### config.mk
export PLATFORM = sky130hd
export DESIGN_NAME = hazard_ctrl
export DESIGN_NICKNAME = d
export VERILOG_FILES = /design/src/rtl/hazard_pkg.sv /design/src/rtl/md_scoreboard.sv /design/src/rtl/hazard_ctrl.sv
export SDC_FILE = /design/constraint.sdc
export NUM_CORES = 1
export LEC_CHECK = 0
export CORE_MARGIN = 2
export CORE_UTILIZATION = 39
export CTS_CLUSTER_SIZE = 8
export DETAILED_ROUTE_END_ITERATION = 10
export PLACE_DENSITY = 0.78
export SYNTH_ARGS = -nofsm -noshare
export SYNTH_HDL_FRONTEND = slang
export SYNTH_SLANG_ARGS = --single-unit
### constraint.sdc
create_clock -name clk -period 2.45 [get_ports clk]
set_input_delay 0.49 -clock clk [delete_from_list [all_inputs] [get_ports clk]]
set_output_delay 0.49 -clock clk [all_outputs]
set_load 0.02 [all_outputs]
### src/rtl/hazard_pkg.sv
// Shared types for the pipeline hazard controller.
package hazard_pkg;

    // Operand source select for one execute-stage read port.
    typedef enum logic [1:0] {
        FWD_RF = 2'b00,
        FWD_W  = 2'b01,
        FWD_M  = 2'b10
    } fwd_sel_t;

    // Multi-cycle (mul/div) unit occupancy.
    typedef enum logic [1:0] {
        IDLE = 2'b00,
        BUSY = 2'b01,
        WB   = 2'b10
    } md_state_t;

endpackage

### src/rtl/md_scoreboard.sv
// Tracks the single in-flight multi-cycle op: its destination and when it writes back.
module md_scoreboard
    import hazard_pkg::*;
#(
    parameter int unsigned AW     = 5,
    parameter int unsigned MD_LAT = 4
) (
    input  logic          clk,
    input  logic          rst,
    input  logic          mdStartE,
    input  logic [AW-1:0] rdE,
    output logic          mdBusy,
    output logic          mdWbValid,
    output logic [AW-1:0] mdWbRd,
    output logic [AW-1:0] mdRd
);

    localparam int unsigned CW = $clog2(MD_LAT);

    md_state_t     state;
    logic [CW-1:0] cnt;

    // Occupancy FSM; outputs are registered alongside the state so they follow it exactly.
    always_ff @(posedge clk or posedge rst) begin
        if (rst) begin
            state     <= IDLE;
            cnt       <= '0;
            mdRd      <= '0;
            mdBusy    <= 1'b0;
            mdWbValid <= 1'b0;
            mdWbRd    <= '0;
        end else begin
            case (state)
                IDLE: begin
                    // A start while not idle is dropped; decode stalls keep legal streams from doing it.
                    if (mdStartE) begin
                        state  <= BUSY;
                        cnt    <= CW'(MD_LAT - 2);
                        mdRd   <= rdE;
                        mdBusy <= 1'b1;
                    end
                end
                BUSY: begin
                    if (cnt == '0) begin
                        state     <= WB;
                        mdWbValid <= 1'b1;
                        mdWbRd    <= mdRd;
                    end else begin
                        cnt <= cnt - CW'(1);
                    end
                end
                WB: begin
                    state     <= IDLE;
                    mdBusy    <= 1'b0;
                    mdWbValid <= 1'b0;
                    mdWbRd    <= '0;
                end
                default: begin
                    state     <= IDLE;
                    cnt       <= '0;
                    mdBusy    <= 1'b0;
                    mdWbValid <= 1'b0;
                    mdWbRd    <= '0;
                end
            endcase
        end
    end

endmodule

### src/rtl/hazard_ctrl.sv
// Forwarding selects and stall/flush control for a 5-stage pipeline with one multi-cycle unit.
module hazard_ctrl
    import hazard_pkg::*;
#(
    parameter int unsigned NREAD  = 2,
    parameter int unsigned AW     = 5,
    parameter int unsigned MD_LAT = 4
) (
    input  logic                       clk,
    input  logic                       rst,
    input  logic [NREAD-1:0][AW-1:0]   rsD,
    input  logic [AW-1:0]              rdD,
    input  logic                       regWriteD,
    input  logic                       mdOpD,
    input  logic [NREAD-1:0][AW-1:0]   rsE,
    input  logic [AW-1:0]              rdE,
    input  logic                       memReadE,
    input  logic                       pcSrcE,
    input  logic                       mdStartE,
    input  logic [AW-1:0]              rdM,
    input  logic                       regWriteM,
    input  logic [AW-1:0]              rdW,
    input  logic                       regWriteW,
    output logic [NREAD-1:0][1:0]      fwdE,
    output logic                       stallF,
    output logic                       stallD,
    output logic                       flushD,
    output logic                       flushE,
    output logic                       mdBusy,
    output logic                       mdWbValid,
    output logic [AW-1:0]              mdWbRd
);

    logic [AW-1:0] mdRd;
    logic          hit_e;
    logic          hit_md;
    logic          load_use;
    logic          md_haz;

    md_scoreboard #(
        .AW     (AW),
        .MD_LAT (MD_LAT)
    ) u_md_scoreboard (
        .clk       (clk),
        .rst       (rst),
        .mdStartE  (mdStartE),
        .rdE       (rdE),
        .mdBusy    (mdBusy),
        .mdWbValid (mdWbValid),
        .mdWbRd    (mdWbRd),
        .mdRd      (mdRd)
    );

    // Per-port bypass select; the younger memory-stage result beats writeback.
    always_comb begin
        fwdE = '0;
        for (int i = 0; i < NREAD; i++) begin
            if (regWriteM && (rdM != '0) && (rsE[i] == rdM)) begin
                fwdE[i] = FWD_M;
            end else if (regWriteW && (rdW != '0) && (rsE[i] == rdW)) begin
                fwdE[i] = FWD_W;
            end else begin
                fwdE[i] = FWD_RF;
            end
        end
    end

    // Hazard detection: load-use, pending multi-cycle destination, and structural busy.
    always_comb begin
        hit_e  = 1'b0;
        hit_md = 1'b0;
        for (int i = 0; i < NREAD; i++) begin
            if (rsD[i] == rdE)  hit_e  = 1'b1;
            if (rsD[i] == mdRd) hit_md = 1'b1;
        end
        load_use = memReadE && (rdE != '0) && hit_e;
        md_haz   = (mdBusy && (mdRd != '0) && (hit_md || (regWriteD && (rdD == mdRd))))
                 || (mdBusy && mdOpD)
                 || (mdStartE && (rdE != '0) && hit_e);
    end

    // A taken branch squashes the younger stages and overrides any stall.
    always_comb begin
        stallF = 1'b0;
        stallD = 1'b0;
        flushD = 1'b0;
        flushE = 1'b0;
        if (pcSrcE) begin
            flushD = 1'b1;
            flushE = 1'b1;
        end else if (load_use || md_haz) begin
            stallF = 1'b1;
            stallD = 1'b1;
            flushE = 1'b1;
        end
    end

endmodule

# == Word-level counts from Yosys, hierarchy flattened ==
# Cells that the tools add are included.
# word_totals
reg_bits,16
latchBits,0
ramBits,0
mem_bits_ro,0
inputBits,49
elab_cells,77
mem_count,0
# op_classes
add_sub_neg,1
n_mul,0
div_mod_pow,0
n_lt_le_gt_ge,0
n_eq_ne,14
shifts,0
mux,24
bitwise,3
n_reduce_logical,29
# op_table
operator,n
5-bit equality test,9
5-bit nonzero test,4
1-bit logical AND,14
1-bit 2-to-1 mux,12
2-bit 2-to-1 mux,6
5-bit case mux with 2 select lines,1
2-bit AND reduction,4
2-bit case mux with 3 select lines,1
5-bit 2-to-1 mux,1
2-bit logical NOT,2
1-bit logical OR,4
2-bit != test (second input constant),2
1-bit case mux with 2 select lines,2
2-bit case mux with 2 select lines,1
1-bit inverter,3
3-bit AND reduction,1
2-bit by 1-bit equality test with 1-bit output (second input constant),1
2-bit equality test (second input constant),1
2-bit by 1-bit != test with 1-bit output (second input constant),1
2-bit by 1-bit subtractor with 2-bit output (second input constant),1

# == Longest topological paths before layout ==
# Gate-level depths: netlist of the first run.
# logic_depth
ltp_word,10
mapped_depth,7
depth_no_buf,6

# == By module ==
# A second synthesis of the first run with hierarchy kept.
# unflattened
cells_unflattened,139
hier_area_um2,1288.7
# modules_own_cells
module,instances,cells_per_inst,area_per_inst_um2
md_scoreboard,1,61,676.9
hazard_ctrl,1,78,611.8

# == Worst setup path after synthesis of the first run ==
# No wires, ideal clock.
# synth_timing
path_kind,register -> output
from,register u_md_scoreboard.mdRd[4]
to,output stallF
t_arrival_ns,1.878
required_time_ns,1.960
path_slack_ns,0.082
stages_incl_launch_ff,8
path_buffers,2
cell_sequence,dfrtp_1 -> clkbuf_1 -> xor2_1 -> nor4_1 -> nand3_1 -> a31o_1 -> a31oi_1 -> buf_4
# synth_between
elab_chain_cells,10
elab_cells_between_ends,15
classes_between,eq/ne (3); mux (4); reduce/logical (8)
# synth_rtl
element,line_no,source
"start, declared",md_scoreboard.sv:15,output logic [AW-1:0] mdRd
"start signal, assigned",md_scoreboard.sv:39,mdRd <= rdE;
5-bit equality test,hazard_ctrl.sv:74,if (rsD[i] == mdRd) hit_md = 1'b1;
1-bit 2-to-1 mux (2 in a row),hazard_ctrl.sv:74,
1-bit logical OR,hazard_ctrl.sv:77,md_haz = (mdBusy && (mdRd != '0) && (hit_md || (regWriteD && (rdD == mdRd))))
1-bit logical AND *,hazard_ctrl.sv:77,
1-bit logical OR *,hazard_ctrl.sv:78,|| (mdBusy && mdOpD)
1-bit logical OR *,hazard_ctrl.sv:79,|| (mdStartE && (rdE != '0) && hit_e);
1-bit logical OR *,hazard_ctrl.sv:91,end else if (load_use || md_haz) begin
1-bit 2-to-1 mux * (2 in a row),--,
"end, declared",hazard_ctrl.sv:25,"output logic stallF,"
# Mark *: on every way between the ends. The rest lies on a longest branch, timed or not.

==> summary.md, run 1 <==
| Metric | Value |
|---|---|
| Post-route setup slack | `27.7 ps` |
| CP Launch Type | `input port` |
| Met3 WL post-DR | `333 um` |
| WL per Instance | `16.1 um` |
| Global route total overflow | `0` |
| Worst path slowest cell | `or4_4` |
| GRT Total Usage | `23.5%` |
| Yosys reg bits | `16` |
| I/O Buffers | `63` |
| 1st-iter DRT viols | `111` |
| Crit-path max cell delay | `440 ps` |
| Final setup fails | `0` |
| Clk pin slew, worst setup/hold paths | `80 ps` |
| Initial core utilization | `41.7%` |
| H-tree depth | `1` |
| Cts hold-fix bufs | `0` |
| Yosys cell types | `29` |
| CTS Buf Count | `3` |
| # nets final | `282` |
| DRC viols | `0` |
| Highest routing layer actually used | `met4` |
| Yosys top cell area share | `31.0%` |
| Post-synthesis cell area | `1290 um^2` |
| Routed length on met1 | `1770 um` |
| CP Cell Sequence | `clkdlybuf4s15_1, or4_4, o21ai_4, buf_4, nor4_4, nor4_2, buf_4` |
| FP Rows | `20` |
| Mapped Cells | `144` |
| Seq/Total Area, Yosys | `31.0%` |
| Asr flop ratio synth | `100%` |
| Clk sink count | `16` |
| DR vias | `1388` |
| Worst slack, placed | `-680 ps` |
| Initial antenna violation count | `0` |
| Skew final | `2.85 ps` |
| Vias per Instance | `5.05` |
| WHS Path Cells | `1` |
| Avg Inst Size Synth | `8.98 um^2` |
| Worst Hold Class | `reg -> reg` |
| Gpl congestion | `0.889` |
| Worst Max-Slew Pin Slew | `582 ps` |
| WP data required | `1960 ps` |
| Post-synth EDFFs | `0` |
| Status | `complete, no violations` |
| Drt first pass iters | `4` |
| Die width | `61.6 um` |
| Power per Cell Area | `742 nW/um^2` |
| Hold Fails Final Rpt | `0` |
| Via count of the first global-routing pass | `1441` |
| Ys Warns | `0` |
| First-pass GRT wire length | `6480 um` |
| Area delta synth->final | `72.0%` |
| Leak | `0.00101 uW` |
| WS Path Type | `in -> out` |
| R2R cell count | `4` |
| Layout Cells excl Fill | `275` |
| Final WL | `4430 um` |
| Metal2 WL | `2290 um` |
| Layout cells sized above 1 | `27.7%` |
| Top FF cell, synth | `dfrtp_1` |
| Boundary Pins | `64` |
| Max-slew violation count | `0` |
| TritonCTS clock tree | `done` |
| Most used cell, CP | `buf_4` |
| Die footprint | `3790 um^2` |
| Worst Path Max Fanout | `2` |
| Syn Nets | `194` |
| Diode count | `0` |
| Die Ht | `61.6 um` |
| Core box area | `3100 um^2` |
| Dpl hpwl | `3380 um` |
| Final hold slack | `514 ps` |
| Synth top area cells | `dfrtp_1 (31%), xor2_1 (17%), xnor2_1 (14%)` |
| Worst endpoint data arrival time | `1930 ps` |
| Clock Root Buffer | `clkbuf_4` |
| Inst Count DP | `270` |
| Crit end category | `output pin` |
| Dominant cell type by area after synthesis | `dfrtp_1` |
| Max transition margin | `61.1%` |
| Clock Latency Late Sink | `270 ps` |
| Largest net degree at the start of global routing | `17` |
| Crit share post-route | `98.9%` |
| ANT nets after route | `0` |
| RSZ-0062 raised after global routing | `yes` |
| Clock Path Buffers | `2` |
| Max Freq | `0.413 GHz` |
| # Max-Cap Violations | `0` |
| Minimum clock period | `2420 ps` |
| VDD IR-drop max | `0.000575 V` |
## timing repair
action	CTS	global route
buffers inserted	1	1
gates resized for setup	74	23
setup endpoints to repair	7	7
pin swaps	14	16
## worst max-delay path: cells and delay by family
kind                   cells  cell delay (ps)
buffers and inverters      3              530
AO/OA/AOI/OAI              1              150
AND/OR/NAND/NOR            3              760
## layout make-up
class	count	area (um^2)
multi-input cells	112	893
fillers	265	880
repair buffers	94	817
flip-flops and latches	16	403
well taps	44	55.1
clock buffers	4	36.3
inverters	5	18.8
## layout by cell type (no fill, tap or decap), types with 2 or more instances in the layout
cell type	count
a21o_1	2
a21oi_1	6
buf_2	3
buf_4	33
buf_6	2
clkbuf_2	3
clkbuf_4	3
clkdlybuf4s50_1	21
dfrtp_1	14
dfrtp_2	2
dlygate4sd2_1	24
dlymetal6s2s_1	6
inv_1	5
mux2_2	5
nand2_1	11
nand3_1	12
nor2b_1	2
nor4_2	2
nor4_4	2
o21ai_0	2
o21ai_1	2
or4_1	4
or4_4	2
xnor2_1	21
xor2_1	25
## worst paths after layout
kind / slack [ps] / start / endpoint
setup / recovery: 30 / rdM[1] / fwdE[0]
hold / removal: 510 / u_md_scoreboard.mdWbValid / u_md_scoreboard.mdWbValid
setup reg to reg: 1040 / u_md_scoreboard.state[1] / u_md_scoreboard.mdRd[1]
hold reg to reg: 510 / u_md_scoreboard.mdWbValid / u_md_scoreboard.mdWbValid
max in group asynchronous: 1460 / rst / u_md_scoreboard.mdRd[4]
min in group asynchronous: 580 / rst / u_md_scoreboard.cnt[1]
## cell usage after synthesis (2+ instances only)
cell       n
clkbuf_1   9
xor2_1    25
nor4_2     2
xnor2_1   21
nand3_1   12
mux2_2     5
a21o_1     2
buf_4      2
nor3_1     2
dfrtp_1   16
o21ai_0    2
nor2b_1    2
inv_1      5
nor4_1     3
o21ai_1    2
or4_1      6
nand2_1   11
a21oi_1    6
## through the flow
step / instance area, um^2 / total power (uW) / utilization (%) / TNS (ps)
after floorplan: 1290 / 1040 / - / 0
after detailed placement: 2150 / 1480 / 69.4 / -4120
after global routing: 2220 / 1780 / 71.7 / -38.6
final: 2220 / 1650 / 71.7 / 0
after global placement: 2150 / 1440 / 69.4 / -3730
after CTS: 2180 / 1630 / 70.2 / 0
## kinds of logic (layout without fill, tap and decap cells)
kind of cell / after synthesis / in the layout / share of synthesized area [%]
xor gates and xnor gates: 46 / 46 / 31.2
and+or+nand+nor: 41 / 41 / 17.9
AOI/OAI and AO/OA: 19 / 19 / 9.39
DFF: 16 / 16 / 31.0
buffers and inverters: 16 / 103 / 5.23
muxes: 5 / 5 / 4.36
adders and majority gates: 1 / 1 / 0.968
## sequential cells by signal, summed over array words and instances (netlist names)
name / cells
u_md_scoreboard.cnt: 2
u_md_scoreboard.mdBusy: 1
u_md_scoreboard.mdRd: 5
u_md_scoreboard.mdWbRd: 5
u_md_scoreboard.mdWbValid: 1
u_md_scoreboard.state: 2
## per-layer routing
metal,vias to the layer above,GRT usage [%]
li1,666,-
met1,659,27.8
met2,59,43.0
met3,4,3.78
met4,0,7.60
met5,-,0
## power breakdown
part / internal, uW / total (uW) / leakage [uW] / switching, uW
Sequential: 387 / 529 / 0.000193 / 143
Combinational: 511 / 956 / 0.000798 / 445
Clock: 90.3 / 164 / 0.0000210 / 74.1
No activity file was read; power rests on OpenSTA's default activity.
==> run 2, diff against run 1 <==
--- a/config.mk
+++ b/config.mk
@@ -10,6 +10,7 @@
 export CTS_CLUSTER_SIZE = 8
 export DETAILED_ROUTE_END_ITERATION = 10
 export PLACE_DENSITY = 0.78
+export SKIP_CTS_REPAIR_TIMING = 1
 export SYNTH_ARGS = -nofsm -noshare
 export SYNTH_HDL_FRONTEND = slang
 export SYNTH_SLANG_ARGS = --single-unit
==> run 2 against run 1 <==
Against the previous run:
- the flow now finishes with violations (negative setup slack)
- combinational power increased by 3.8%
- worst hold slack worse by 0.59 ps
- fmax shrank 7.4%
- non-clock buffer count is 2 higher
- clock skew about the same
- critical path type unchanged
- die area is the same
==> summary.md, run 2 (synthesized netlist as in run 1, its figures left out) <==
| Metric | Value |
|---|---|
| Status | `complete, but fails checks (was complete, no violations)` |
| Violated checks | `negative setup slack` |
| Leak | `0.00121 uW (was 0.00101 uW)` |
| CTS Buf Count | `3 (unchanged)` |
| Dpl hpwl | `3380 um (unchanged)` |
| Global route total overflow | `0 (unchanged)` |
| DRC viols | `0 (unchanged)` |
| First-pass GRT wire length | `6080 um (was 6480 um)` |
| Hold Startpoint | `u_md_scoreboard.mdWbValid (unchanged)` |
| Fill cells | `248 (was 265)` |
| Hold EP | `u_md_scoreboard.mdWbValid (unchanged)` |
| Largest regs | `u_md_scoreboard.mdRd: 5 flops, u_md_scoreboard.mdWbRd: 5 flops (unchanged)` |
| Die footprint | `3790 um^2 (unchanged)` |
| # nets final | `284 (was 282)` |
| Largest net degree at the start of global routing | `17 (unchanged)` |
| DR vias | `1417 (was 1388)` |
| Gpl congestion | `0.889 (unchanged)` |
| VDD IR-drop max | `0.000573 V (was 0.000575 V)` |
| Top delay family on crit path | `buffers and inverters (was simple AND/OR/NAND/NOR gates)` |
| Worst R2R Setup Slack | `1030 ps (was 1040 ps)` |
| R2R Path Start | `u_md_scoreboard.cnt[0] (was u_md_scoreboard.state[1])` |
| RSZ-0062 raised after global routing | `yes (unchanged)` |
| Max transition margin | `61.4% (was 61.1%)` |
| Crit-path max cell delay | `410 ps (was 440 ps)` |
| Layout cells sized above 1 | `24.5% (was 27.7%)` |
| R2R cell count | `6 (was 4)` |
| R2r endpoint | `u_md_scoreboard.cnt[1] (was u_md_scoreboard.mdRd[1])` |
| Worst Path Max Fanout | `2 (unchanged)` |
| WS Path Type | `in -> out (unchanged)` |
| Crit end category | `output pin (unchanged)` |
| Clock Latency Late Sink | `280 ps (was 270 ps)` |
| Clock Path Buffers | `2 (unchanged)` |
| Worst Hold Class | `reg -> reg (unchanged)` |
| Core box area | `3100 um^2 (unchanged)` |
| Clk pin slew, worst setup/hold paths | `80 ps (about the same)` |
| Drt first pass iters | `4 (unchanged)` |
| Boundary Pins | `64 (unchanged)` |
| Worst slack, placed | `-680 ps (unchanged)` |
| Worst endpoint data arrival time | `2130 ps (was 1930 ps)` |
| Max Freq | `0.382 GHz (was 0.413 GHz)` |
| 1st-iter DRT viols | `39 (was 111)` |
| I/O Buffers | `63 (unchanged)` |
| Final WL | `4390 um (was 4430 um)` |
| Die width | `61.6 um (unchanged)` |
| Placement Cell Area | `2150 um^2 (unchanged)` |
| H-tree depth | `1 (unchanged)` |
| Crit path buf inv count | `2 (was 3)` |
| Initial core utilization | `41.7% (unchanged)` |
| Clock Root Buffer | `clkbuf_4 (unchanged)` |
| Most frequent cells in the layout | `buf_4 (36), dlymetal6s2s_1 (30), clkdlybuf4s50_1 (27), xor2_1 (25), xnor2_1 (21) (was buf_4 (33), xor2_1 (25), dlygate4sd2_1 (24), xnor2_1 (21), clkdlybuf4s50_1 (21))` |
| Post-route setup slack | `-167 ps (was 27.7 ps)` |
| ANT nets after route | `0 (unchanged)` |
| Area delta synth->final | `79.0% (was 72.0%)` |
| Max-slew violation count | `0 (unchanged)` |
| Die Ht | `61.6 um (unchanged)` |
| WL per Instance | `15.8 um (was 16.1 um)` |
| WHS Path Cells | `1 (unchanged)` |
| Via count of the first global-routing pass | `1345 (was 1441)` |
| Final setup fails | `3 (was 0)` |
| Power per Cell Area | `728 nW/um^2 (was 742 nW/um^2)` |
| Final Cell Area | `2310 um^2 (was 2220 um^2)` |
| CP Cell Sequence | `clkdlybuf4s50_1, xor2_1, nor4_1, nand3_1, a31o_1, a31oi_2, buf_4 (was clkdlybuf4s15_1, or4_4, o21ai_4, buf_4, nor4_4, nor4_2, buf_4)` |
| Hold Fails Final Rpt | `0 (unchanged)` |
| Diode count | `0 (unchanged)` |
| GRT Total Usage | `21.7% (was 23.5%)` |
| Minimum clock period | `2620 ps (was 2420 ps)` |
| Worst Max-Slew Pin Slew | `579 ps (was 582 ps)` |
| Commonest non-fill, non-tap cell in the layout | `buf_4 (unchanged)` |
| # Max-Cap Violations | `0 (unchanged)` |
| WP data required | `1960 ps (about the same)` |
| Worst path slowest cell | `clkdlybuf4s50_1 (was or4_4)` |
| FP Rows | `20 (unchanged)` |
| Skew final | `2.88 ps (was 2.85 ps)` |
| Clk sink count | `16 (unchanged)` |
| Initial antenna violation count | `0 (unchanged)` |
| CP Launch Type | `input port (unchanged)` |
| TritonCTS clock tree | `done (unchanged)` |
| Vias per Instance | `5.12 (was 5.05)` |
| Crit share post-route | `107% (was 98.9%)` |
-- run 2: cell count changes in the layout (fill, tap and decap cells not counted), moves of 2 or more --
cell             previous run  this run
dlygate4sd2_1              24         0
dlymetal6s2s_1              6        30
clkdlybuf4s50_1            21        27
buf_4                      33        36
buf_2                       3         1
clkbuf_2                    3         1
dfrtp_1                    14        16
dfrtp_2                     2         0
o21ai_2                     0         2
-- run 2: where the power goes --
part / switching, uW / leakage [uW] / internal, uW / total (uW)
clock: 75.0 / 0.0000210 / 90.3 / 165
sequential: 144 / 0.000195 / 383 / 527
combinational: 448 / 0.000991 / 544 / 992
total: 667 / 0.00121 / 1020 / 1680
-- run 2: metal layers --
metal,track usage [%],up-vias,wire length (um)
met5,0,-,0
met4,3.34,0,15
li1,-,670,-
met3,2.73,2,375
met1,28.2,679,1750
met2,39.2,66,2250
-- run 2: cell type report --
cell class                 count  area, um^2  area share [%]
timing repair buffer          96         937            40.5
tap                           44        55.1            2.38
multi-input combinational    112         866            37.4
inverter                       5        18.8           0.811
sequential                    16         400            17.3
clock buffer                   4        36.3            1.57
-- run 2: worst max-delay path by stage --
| stage | endpoint | start | slack [ps] | cells after the start |
|---|---|---|---|---|
| finish | stallF | rdD[3] | -170 | 7 |
| global route | stallF | rdD[3] | -210 | 7 |
| CTS | fwdE[2] | rdM[0] | -690 | 6 |
| detailed placement | fwdE[2] | rdM[0] | -680 | 6 |
| global placement | fwdE[2] | rdM[0] | -630 | 6 |
| floorplan | stallF | u_md_scoreboard.mdRd[4] | 80 | 7 |
-- run 2: metrics by stage --
stage | power, uW | util, % | hold slack [ps] | setup TNS, ps | cells
5_1_grt | 1810 | 74.6 | 546 | -572 | 277
6_report | 1680 | 74.6 | 513 | -373 | 277
4_1_cts | 1650 | 70.6 | 520 | -4150 | 274
2_1_floorplan | 1040 | - | 404 | 0 | 144
3_3_place_gp | 1440 | 69.4 | 466 | -3730 | 270
3_5_place_dp | 1480 | 69.4 | 488 | -4120 | 270
==> run 3, diff against run 2 <==
--- a/config.mk
+++ b/config.mk
@@ -10,7 +10,9 @@
 export CTS_CLUSTER_SIZE = 8
 export DETAILED_ROUTE_END_ITERATION = 10
 export PLACE_DENSITY = 0.78
+export RECOVER_POWER = 100
 export SKIP_CTS_REPAIR_TIMING = 1
 export SYNTH_ARGS = -nofsm -noshare
 export SYNTH_HDL_FRONTEND = slang
 export SYNTH_SLANG_ARGS = --single-unit
+export TNS_END_PERCENT = 30
==> run 3 against run 2 <==
Against the previous run:
- the run still ends with negative setup slack left
- die area unchanged
- core utilization decreased by 0.20 points
- sequential share of layout area about the same
- fmax about the same
- combinational power decreased by 2.0%
- sequential cell count unchanged
- cell area decreased by 0.27%
- first-iteration DRC count increased by 33%
- final cell count unchanged
- count of clock-buffer cells in the layout unchanged
- sequential power about the same
- critical endpoint unchanged
- largest cell class unchanged
==> summary.md, run 3 (synthesized netlist as in run 1, its figures left out) <==
| Metric | Value |
|---|---|
| Status | `complete, but fails checks (unchanged)` |
| Violated checks | `negative setup slack (unchanged)` |
| Layout cells sized above 1 | `24.0% (was 24.5%)` |
| WS Path Type | `in -> out (unchanged)` |
| R2R cell count | `4 (was 6)` |
| CP Cell Sequence | `clkdlybuf4s50_1, xor2_1, nor4_1, nand3_1, a31o_1, a31oi_2, buf_4 (unchanged)` |
| Boundary Pins | `64 (unchanged)` |
| FP Rows | `20 (unchanged)` |
| Clk pin slew, worst setup/hold paths | `80 ps (about the same)` |
| # Max-Cap Violations | `0 (unchanged)` |
| Die width | `61.6 um (unchanged)` |
| Final Cell Area | `2310 um^2 (about the same)` |
| Inst Count DP | `270 (unchanged)` |
| # nets final | `284 (unchanged)` |
| TritonCTS clock tree | `done (unchanged)` |
| Max Freq | `0.382 GHz (about the same)` |
| CTS Buf Count | `3 (unchanged)` |
| I/O Buffers | `63 (unchanged)` |
| Vias per Instance | `5.05 (was 5.12)` |
| Final WL | `4400 um (was 4390 um)` |
| Placement Cell Area | `2150 um^2 (unchanged)` |
| DR vias | `1398 (was 1417)` |
| GRT Total Usage | `21.7% (unchanged)` |
| Most frequent cells in the layout | `buf_4 (32), dlymetal6s2s_1 (30), xor2_1 (25), xnor2_1 (21), clkdlybuf4s50_1 (17) (was buf_4 (36), dlymetal6s2s_1 (30), clkdlybuf4s50_1 (27), xor2_1 (25), xnor2_1 (21))` |
| Leak | `0.00121 uW (about the same)` |
| H-tree depth | `1 (unchanged)` |
| Crit end category | `output pin (unchanged)` |
| Largest net degree at the start of global routing | `17 (unchanged)` |
| WHS Path Cells | `1 (unchanged)` |
| VDD IR-drop max | `0.000573 V (about the same)` |
| Fill cells | `249 (was 248)` |
| Max-slew violation count | `0 (unchanged)` |
| Layout Cells excl Fill | `277 (unchanged)` |
| Worst Hold Class | `reg -> reg (unchanged)` |
| Initial antenna violation count | `0 (unchanged)` |
| WP data required | `1960 ps (about the same)` |
| Via count of the first global-routing pass | `1345 (unchanged)` |
| RSZ-0062 raised after global routing | `yes (unchanged)` |
| Top delay family on crit path | `buffers and inverters (unchanged)` |
| Final hold slack | `507 ps (was 513 ps)` |
| Largest regs | `u_md_scoreboard.mdRd: 5 flops, u_md_scoreboard.mdWbRd: 5 flops (unchanged)` |
| Hold Fails Final Rpt | `0 (unchanged)` |
| Crit path buf inv count | `2 (unchanged)` |
| Clk sink count | `16 (unchanged)` |
| Worst endpoint data arrival time | `2130 ps (about the same)` |
| Max transition margin | `60.6% (was 61.4%)` |
| 1st-iter DRT viols | `52 (was 39)` |
| Gpl congestion | `0.889 (unchanged)` |
| Initial core utilization | `41.7% (unchanged)` |
| Worst path slowest cell | `clkdlybuf4s50_1 (unchanged)` |
| Worst Max-Slew Pin Slew | `590 ps (was 579 ps)` |
| Commonest non-fill, non-tap cell in the layout | `buf_4 (unchanged)` |
| Dpl hpwl | `3380 um (unchanged)` |
| Clock Path Buffers | `2 (unchanged)` |
| WL per Instance | `15.9 um (was 15.8 um)` |
| Crit share post-route | `107% (about the same)` |
| Worst slack, placed | `-680 ps (unchanged)` |
| Final setup fails | `3 (unchanged)` |
| Clock Latency Late Sink | `280 ps (about the same)` |
| Post-route setup slack | `-166 ps (was -167 ps)` |
| Setup TNS | `-372 ps (was -373 ps)` |
| Minimum clock period | `2620 ps (about the same)` |
| Clock Root Buffer | `clkbuf_4 (unchanged)` |
| WP depth | `7 (unchanged)` |
| Die footprint | `3790 um^2 (unchanged)` |
| DRC viols | `0 (unchanged)` |
| Global route total overflow | `0 (unchanged)` |
| Core box area | `3100 um^2 (unchanged)` |
| Diode count | `0 (unchanged)` |
| CP Launch Type | `input port (unchanged)` |
| Die Ht | `61.6 um (unchanged)` |
| First-pass GRT wire length | `6080 um (unchanged)` |
| Area delta synth->final | `78.5% (was 79.0%)` |
| Crit-path max cell delay | `410 ps (about the same)` |
| ANT nets after route | `0 (unchanged)` |
| Skew final | `2.91 ps (was 2.88 ps)` |
| Worst Path Max Fanout | `2 (unchanged)` |
| Drt first pass iters | `4 (unchanged)` |
| Power per Cell Area | `721 nW/um^2 (was 728 nW/um^2)` |
run 3: cell count changes in the layout (fill, tap and decap cells not counted):
| cell | previous run | this run |
|---|---|---|
| dlygate4sd3_1 | 0 | 10 |
| buf_4 | 36 | 32 |
| clkbuf_1 | 0 | 1 |
| clkdlybuf4s50_1 | 27 | 17 |
| clkbuf_4 | 3 | 5 |
| clkbuf_2 | 1 | 2 |
run 3: worst paths after layout:
| kind | from | endpoint | slack (ps) |
|---|---|---|---|
| max in group asynchronous | rst | u_md_scoreboard.state[1] | 1350 |
| setup reg to reg | u_md_scoreboard.state[1] | u_md_scoreboard.mdRd[3] | 860 |
| min in group asynchronous | rst | u_md_scoreboard.mdWbRd[1] | 710 |
| hold / removal | u_md_scoreboard.mdWbValid | u_md_scoreboard.mdWbValid | 510 |
| setup / recovery | rdD[3] | stallF | -170 |
| hold reg to reg | u_md_scoreboard.mdWbValid | u_md_scoreboard.mdWbValid | 510 |
run 3: per-layer routing:
layer | vias to the layer above | wire [um] | GRT usage, %
met5 | - | 0 | 0
met4 | 0 | 15 | 3.34
met3 | 2 | 359 | 2.73
met2 | 61 | 2240 | 39.2
met1 | 666 | 1790 | 28.2
li1 | 669 | - | -
run 3: power breakdown:
group	switching, uW	leakage, uW	total, uW	internal, uW
Sequential	143	0.000195	526	383
Combinational	449	0.000997	972	522
Clock	74.9	0.0000210	165	90.3
run 3: cell type report:
| cell class | instances | area [um^2] | share of cell area, % |
|---|---|---|---|
| tap | 44 | 55.1 | 2.39 |
| multi-input combinational | 112 | 866 | 37.5 |
| timing repair buffer | 96 | 931 | 40.3 |
| inverter | 5 | 18.8 | 0.813 |
| clock buffer | 4 | 36.3 | 1.57 |
| sequential | 16 | 400 | 17.4 |
run 3: per-stage QoR:
stage | utilization, % | total power, uW
final | 74.4 | 1660
after global placement | 69.4 | 1440
after global routing | 74.4 | 1780
after floorplan | - | 1040
after CTS | 70.6 | 1650
after detailed placement | 69.4 | 1480
run 3: worst reg2reg max path, cell delays in order, from the launching register on:
cell and delay, ps:
dfrtp_1 480, nor2b_1 190, nor2b_1 140, clkbuf_1 290, mux2_2 380
